File: src/rtl/bnn_pkg.sv
// ============================================================================
// Module   : bnn_pkg
// Purpose  : Shared loader state encoding and parameter-chain sizing for the
//            BNN core and its parameter loader.
// Revision : 1.0
// ============================================================================
`default_nettype none

package bnn_pkg;

  typedef enum logic [1:0] {
    IDLE = 2'd0,
    LOAD = 2'd1,
    DONE = 2'd2
  } loader_state_e;

  localparam int c_N_IN  = 8;
  localparam int c_N_HID = 8;
  localparam int c_N_OUT = 8;
  localparam int c_THR_W = 4;

  // Two weight matrices plus one popcount threshold per hidden unit.
  localparam int c_CHAIN_BITS = c_N_IN * c_N_HID + c_N_HID * c_N_OUT + c_N_HID * c_THR_W;

endpackage

`default_nettype wire

File: src/rtl/bnn_piso8.sv
// ============================================================================
// Module   : bnn_piso8
// Purpose  : 8-bit parallel-in/serial-out register, MSB first, with a
//            remaining-bit count. The presented bit holds once drained.
// Revision : 1.0
// ============================================================================
`default_nettype none

module bnn_piso8 (
  input  logic       clk,
  input  logic       rst_n,
  input  logic       load,
  input  logic       shift,
  input  logic       flush,
  input  logic [7:0] din,
  output logic       ser_bit,
  output logic       valid,
  output logic       last
);

  logic [7:0] r_data;
  logic [3:0] r_rem;
  logic       r_valid;

  always_ff @(posedge clk or negedge rst_n) begin
    if (!rst_n) begin
      r_data  <= 8'd0;
      r_rem   <= 4'd0;
      r_valid <= 1'b0;
    end else if (flush) begin
      r_rem   <= 4'd0;
      r_valid <= 1'b0;
    end else if (load) begin
      r_data  <= din;
      r_rem   <= 4'd8;
      r_valid <= 1'b1;
    end else if (shift && r_valid) begin
      // The final bit is not shifted out so the chain input stays stable.
      if (r_rem != 4'd1) begin
        r_data <= {r_data[6:0], 1'b0};
      end
      r_rem   <= r_rem - 4'd1;
      r_valid <= (r_rem != 4'd1);
    end
  end

  assign ser_bit = r_data[7];
  assign valid   = r_valid;
  assign last    = (r_rem == 4'd1);

endmodule

`default_nettype wire

File: src/rtl/bnn_param_loader.sv
// ============================================================================
// Module   : bnn_param_loader
// Purpose  : Streams parameter bytes MSB-first into the BNN core's serial
//            parameter chain, stopping exactly at the chain length.
// Revision : 1.0
// ============================================================================
`default_nettype none

module bnn_param_loader
  import bnn_pkg::*;
#(
  parameter int CHAIN_BITS = c_CHAIN_BITS,
  parameter int CNT_W      = 12
) (
  input  logic             clk,
  input  logic             rst_n,
  input  logic             start,
  input  logic             abort,
  input  logic [7:0]       byte_in,
  input  logic             byte_valid,
  output logic             byte_ready,
  output logic             param_bit,
  output logic             setup_out,
  output logic             busy,
  output logic             done,
  output logic [CNT_W-1:0] bits_loaded
);

  localparam logic [CNT_W-1:0] c_LAST_IDX = CNT_W'(CHAIN_BITS - 1);

  loader_state_e    r_state;
  loader_state_e    w_state_nxt;
  logic [CNT_W-1:0] r_bits;
  logic             w_ser_bit;
  logic             w_valid;
  logic             w_last;
  logic             w_ready;
  logic             w_fire;
  logic             w_term;
  logic             w_flush;
  logic             w_begin;

  // The bit being presented this cycle is number r_bits+1 of the load.
  assign w_term  = w_valid && (r_bits == c_LAST_IDX);
  assign w_fire  = byte_valid && w_ready;
  assign w_flush = abort || w_term;
  assign w_begin = (r_state == IDLE) && start && !abort;

  bnn_piso8 u_piso (
    .clk     (clk),
    .rst_n   (rst_n),
    .load    (w_fire),
    .shift   (w_valid),
    .flush   (w_flush),
    .din     (byte_in),
    .ser_bit (w_ser_bit),
    .valid   (w_valid),
    .last    (w_last)
  );

  always_ff @(posedge clk or negedge rst_n) begin
    if (!rst_n) begin
      r_state <= IDLE;
    end else begin
      r_state <= w_state_nxt;
    end
  end

  always_comb begin
    w_state_nxt = r_state;
    w_ready     = 1'b0;
    busy        = 1'b0;
    done        = 1'b0;
    case (r_state)
      IDLE: begin
        if (w_begin) begin
          w_state_nxt = LOAD;
        end
      end
      LOAD: begin
        busy = 1'b1;
        // Accept a new byte while the last bit of the current one goes out,
        // unless that bit is the final one of the chain.
        w_ready = !abort && (!w_valid || (w_last && (r_bits < c_LAST_IDX)));
        if (abort) begin
          w_state_nxt = IDLE;
        end else if (w_term) begin
          w_state_nxt = DONE;
        end
      end
      DONE: begin
        done        = 1'b1;
        w_state_nxt = IDLE;
      end
      default: begin
        w_state_nxt = IDLE;
      end
    endcase
  end

  always_ff @(posedge clk or negedge rst_n) begin
    if (!rst_n) begin
      r_bits <= '0;
    end else if (w_begin) begin
      r_bits <= '0;
    end else if (w_valid) begin
      r_bits <= r_bits + CNT_W'(1);
    end
  end

  assign byte_ready  = w_ready;
  assign param_bit   = w_ser_bit;
  assign setup_out   = w_valid;
  assign bits_loaded = r_bits;

endmodule

`default_nettype wire

File: config.mk
export PLATFORM = sky130hd
export DESIGN_NAME = bnn_param_loader
export DESIGN_NICKNAME = d
export VERILOG_FILES = /design/src/rtl/bnn_pkg.sv /design/src/rtl/bnn_piso8.sv /design/src/rtl/bnn_param_loader.sv
export SDC_FILE = /design/constraint.sdc
export NUM_CORES = 1
export LEC_CHECK = 0
export CAP_MARGIN = 20
export CORE_UTILIZATION = 39
export CTS_CLUSTER_DIAMETER = 100
export DETAILED_ROUTE_END_ITERATION = 8
export PLACE_DENSITY = 0.61
export SLEW_MARGIN = 10
export SYNTH_ARGS = -nofsm -noshare
export SYNTH_HDL_FRONTEND = slang
export SYNTH_SLANG_ARGS = --single-unit
export TNS_END_PERCENT = 10
File: constraint.sdc
create_clock -name clk -period 3.3 [get_ports clk]
set_input_delay 0.99 -clock clk [delete_from_list [all_inputs] [get_ports clk]]
set_output_delay 0.99 -clock clk [all_outputs]
set_load 0.02 [all_outputs]
After elaboration in Yosys (flattened, before gate mapping)

Cells that the tools add are included.

Flip-flop bits (word level): 27
Latch bits: 0
Memory bits (writable): 0
ROM bits: 0
Input port bits: 13
Output and inout port bits: 17
Word-level logic and storage cells: 51
Memories kept: 0

Add/subtract/negate cells: 2
Multiply operators: 0
Divide/modulo/power cells: 0
Order comparisons: 1
Eq/ne operators: 7
Shift operators: 0
Muxes and demuxes: 18
Bitwise gates (word level): 1
Reduce and logical (&&, ||, !) cells: 17

Operators by type and width:

| kind                  | number |
|---|---|
| $mux 12               | 2 |
| $mux 8                | 3 |
| $add 12x1->12 const B | 1 |
| $eq 12x8->1 const B   | 1 |
| $lt 12x8->1 const B   | 1 |
| $mux 4                | 3 |
| $logic_and 1x1->1     | 6 |
| $mux 1                | 6 |
| $mux 2                | 3 |
| $reduce_bool 2->1     | 3 |
| $eq 4x1->1 const B    | 1 |
| $ne 4x1->1 const B    | 1 |
| $pmux 2 s2            | 1 |
| $sub 4x1->4 const B   | 1 |
| $ne 3x3->1 const B    | 1 |
| $reduce_and 3->1      | 1 |
| $reduce_bool 3->1     | 1 |
| $eq 2x1->1 const B    | 1 |
| $eq 2x2->1 const B    | 1 |
| $logic_not 1->1       | 2 |
| $logic_not 2->1       | 1 |
| $logic_or 1x1->1      | 2 |
| $ne 2x2->1 const B    | 1 |
| $reduce_and 2->1      | 1 |
| $not 1->1             | 1 |

Longest topological paths before layout

Depth after elaboration: 8
Mapped depth: 7
Gate-level depth less buffers: 6

Cells and area by module

From an unflattened synthesis, not the netlist that was laid out.

Cell total of the unflattened synthesis: 159
Area, all modules: 1549.0 µm²

By module, submodules not included:

| module           | times used | cells each | area an instance (µm²) | sequential area each (µm²) |
|---|---|---|---|---|
| bnn_param_loader | 1          | 80         | 784.5                  | 350.3 |
| bnn_piso8        | 1          | 79         | 764.5                  | 325.3 |

Worst setup path after synthesis

OpenSTA, ideal clock, no wires.

Path type: input-to-output
From: in abort
To: out byte_ready
Arrival time: 1.948 ns
Required time: 2.310 ns
Path slack: 0.362 ns
Cell stages on the path: 4
Buffers on the path: 1
Path through: or3b_1 > a41o_1 > buf_6 > nor2_1

Longest elaborated chain between the ends: 3

Ends and longest elaborated chain:

| item              | RTL line               | source |
|---|---|---|
| start, declared   | bnn_param_loader.sv:18 | `input logic abort,` |
| $logic_not 1->1   | bnn_param_loader.sv:84 | `w_ready = !abort && (!w_valid \|\| (w_last && (r_bits < c_LAST_IDX)));` |
| $logic_and 1x1->1 | bnn_param_loader.sv:84 |  |
| $mux 1            | bnn_param_loader.sv:74 | `case (r_state)` |
| end, declared     | bnn_param_loader.sv:21 | `output logic byte_ready,` |

No other way between the ends.

Final worst setup path

Ends and elaborated chain as after synthesis.

==> load_flow_metrics.sql <==
INSERT INTO impl_metrics (metric_group, metric, value, unit) VALUES
('power', 'totalPowerFinal', '0.0009080', 'W'),
('logic_synthesis', 'synth.cell_area', '1491', 'µm²'),
('sta', 'timing_worst_slew_pin_value', '445.5', 'ps'),
('logic_synthesis', 'synth_async_sr_flop_share', '100.0', '%'),
('die', 'ioPinCount', '30', ''),
('critical_path', 'startpoint_of_the_worst_slack_reg_to_reg_timing_path', 'u_piso.r_rem[1]', ''),
('critical_path', 'path_class', 'in -> out', ''),
('clock_tree', 'hold_buffers', '0', ''),
('die', 'die_area', '4076', 'µm²'),
('sta', 'finalWorstPathRequiredPeriod', '3003', 'ps'),
('routing', 'routed_via_density', '5.419', ''),
('outcome', 'result_of_the_run', 'complete, no violations', ''),
('critical_path', 'timing.reg2reg.worst_path_depth', '7', ''),
('critical_path', 'crit_fanout', '2', ''),
('clock_tree', 'cts-htree-levels', '1', ''),
('critical_path', 'timing.critical_path.buf_inv', '2', ''),
('hold_path', 'type_of_the_tightest_min_delay_check', 'reg -> reg', ''),
('logic_synthesis', 'number_of_synthesized_flops_with_an_enable_pin', '0', ''),
('final_layout', 'nets', '198', ''),
('logic_synthesis', 'synth_unique_cells', '35', ''),
('die', 'placementRows', '22', ''),
('power', 'power_density', '477.1', 'nW/µm²'),
('sta', 'timing.slew.headroom', '70.19', '%'),
('critical_path', 'worstPathArrival', '2010', 'ps'),
('routing', 'route.final.wire_length', '3.278', 'mm'),
('logic_synthesis', 'synth.net_count', '165', ''),
('critical_path', 'crit_path_max_incr_delay', '370', 'ps'),
('die', 'placeableCoreArea', '3661', 'µm²'),
('sta', 'rsz_0062_raised_after_global_routing', 'false', ''),
('final_layout', 'drive_gt1_share', '12.71', '%'),
('logic_synthesis', 'yosysTopAreaCell', 'sky130_fd_sc_hd__dfrtp_1', ''),
('logic_synthesis', 'synth_top_cell_area_share', '45.30', '%'),
('sta', 'final_clock_skew', '8.899', 'ps'),
('global_routing', 'globalRouteTotalUtil', '17.02', '%'),
('logic_synthesis', 'syn-instance-count', '149', ''),
('run', 'drv_cap', '0', ''),
('critical_path', 'critical_path.slowest_cell', 'sky130_fd_sc_hd__or3b_1', ''),
('place', 'detailedPlacementHpwl', '2.398', 'mm'),
('routing', 'vias_after_detailed_routing', '1241', ''),
('global_routing', 'wire_length_of_the_first_global_routing_pass', '5.520', 'mm'),
('final_layout', 'n_antenna_cell', '0', ''),
('routing', 'detail_route.iter0.violations', '48', ''),
('clock_tree', 'clock_latency', '270', 'ps'),
('place', 'gpl.final_weighted_congestion', '0.7688', ''),
('global_routing', 'grt_antenna_before_repair', '0', ''),
('routing', 'detail-route-antenna-nets', '0', ''),
('die', 'die_width', '63.84', 'µm'),
('critical_path', 'critPathCaptureType', 'output port', ''),
('logic_synthesis', 'synth_sequential_area_ratio', '45.30', '%'),
('die', 'start_util', '40.74', '%'),
('global_routing', 'grt_start_max_net_pins', '28', ''),
('critical_path', 'timing.critical_path.depth', '5', ''),
('logic_synthesis', 'post_synth_most_frequent_cells', '27 x sky130_fd_sc_hd__dfrtp_1, 14 x sky130_fd_sc_hd__nor2_1, 11 x sky130_fd_sc_hd__a21oi_1', ''),
('place', 'placed_cells_incl_taps', '224', ''),
('logic_synthesis', 'yosys_register_bits', '27', ''),
('critical_path', 'cp-startpoint', 'abort', ''),
('clock_tree', 'cts.reportedPaths.clkPinSlew', '90', 'ps'),
('logic_synthesis', 'synthesized_area_per_cell', '10.01', 'µm²'),
('sta', 'max_freq', '0.3329', 'GHz'),
('critical_path', 'worst_setup_path_start_kind', 'input pin', ''),
('final_layout', 'num-fill-cells', '351', ''),
('sta', 'hold_viol', '0', ''),
('clock_tree', 'tritoncts_clock_tree', 'built', ''),
('logic_synthesis', 'ys_warn_count', '0', ''),
('hold_path', 'worst_hold_startpoint', 'u_piso.r_data[0]', ''),
('sta', 'setup_viol_count_final', '0', ''),
('routing', 'mean_routed_wirelength_per_cell', '14.31', 'µm'),
('logic_synthesis', 'synthTopCellsByArea', 'sky130_fd_sc_hd__dfrtp_1 45%, sky130_fd_sc_hd__a211oi_2 5.9%, sky130_fd_sc_hd__a21oi_1 3.7%', ''),
('sta', 'period_share', '91.01', '%'),
('global_routing', 'grt_overflow_total', '0', ''),
('hold_path', 'holdPathStages', '2', '');
-- cell families after synthesis --
logic type,after synthesis,synth area share [%]
AOI/OAI and AO/OA,27,14.18
xor gates and xnor gates,12,7.047
adders and majority gates,3,2.517
buffers and inverters,15,4.865
DFF,27,45.30
muxes,2,1.342
and+or+nand+nor,63,24.75
-- cells in the final DEF, fill, tap and decap left out, drive strengths merged, types with 2 or more instances in the layout --
cell / count
nor4: 9
xnor2: 6
xor2: 6
a21oi: 11
and4: 4
nor3b: 2
nand4: 4
o21ai: 4
nor2: 14
a211oi: 7
or3: 2
a41o: 2
inv: 6
buf: 9
nor2b: 2
nand3: 3
clkdlybuf4s50: 27
mux2i: 2
ha: 3
dfrtp: 27
clkbuf: 4
nor3: 9
nand2: 6
and3: 3
-- final cells by class --
cell class	count	area, µm²	area share [%]
repair buffers	37	350.3	18.41
inverters	6	22.52	1.183
well taps	48	60.06	3.156
multi-input cells	107	749.5	39.38
flip-flops and latches	27	675.6	35.50
clock buffers	4	45.04	2.367
-- metrics by stage --
stage	TNS (ps)	util, %	hold slack [ps]	setup slack (ps)	area [µm²]
after floorplan	0	-	521.1	362.4	1491
after global placement	-411.8	50.55	557.9	-411.8	1851
after global routing	0	51.98	622.6	234.5	1903
after detailed placement	-428.1	50.55	573.9	-428.1	1851
after CTS	0	51.64	590.9	5.779	1891
final	0	51.98	587.9	296.5	1903
-- worst min-delay path: stages (launching register included) --
cell and delay, ps:
sky130_fd_sc_hd__dfrtp_1 390, sky130_fd_sc_hd__o21ai_0 90, sky130_fd_sc_hd__mux2i_1 80
-- sequential cells by signal (all words and copies together), names as in the netlist --
name / cells
bits_loaded: 12
r_state: 2
u_piso.r_data: 8
u_piso.r_rem: 4
u_piso.valid: 1
-- worst paths after layout --
path                                    end  slack (ps)
setup / recovery                 byte_ready         300
setup reg to reg            u_piso.r_rem[1]        1140
hold reg to reg            u_piso.r_data[0]         590
hold / removal             u_piso.r_data[0]         590
min in group asynchronous    bits_loaded[9]        1100
max in group asynchronous   u_piso.r_rem[2]        1940
-- what timing repair did --
| action | in CTS | in global routing |
|---|---|---|
| cloned | 0 | 0 |
| buffers inserted | 0 | 1 |
| resized for setup | 4 | 2 |
| endpoints found under the setup margin | 1 | 1 |
| pin swaps | 0 | 2 |
-- where the power goes --
part / switching [W] / leakage (nW) / internal [W]
Sequential: 0.0000525 / 0.351 / 0.000393
Combinational: 0.000135 / 0.421 / 0.000142
Clock: 0.0000998 / 0.0228 / 0.0000863
Total: 0.000287 / 0.794 / 0.000621
-- routing by layer --
layer | up-vias | global-route usage [%] | share of wire [%]
li1 | 605 | - | -
met1 | 603 | 21.49 | 47
met2 | 31 | 30.85 | 50
met3 | 2 | 2.143 | 3.1
met4 | 0 | 3.409 | 0.40
met5 | - | 0 | 0
No activity file was read; power rests on OpenSTA's default activity.
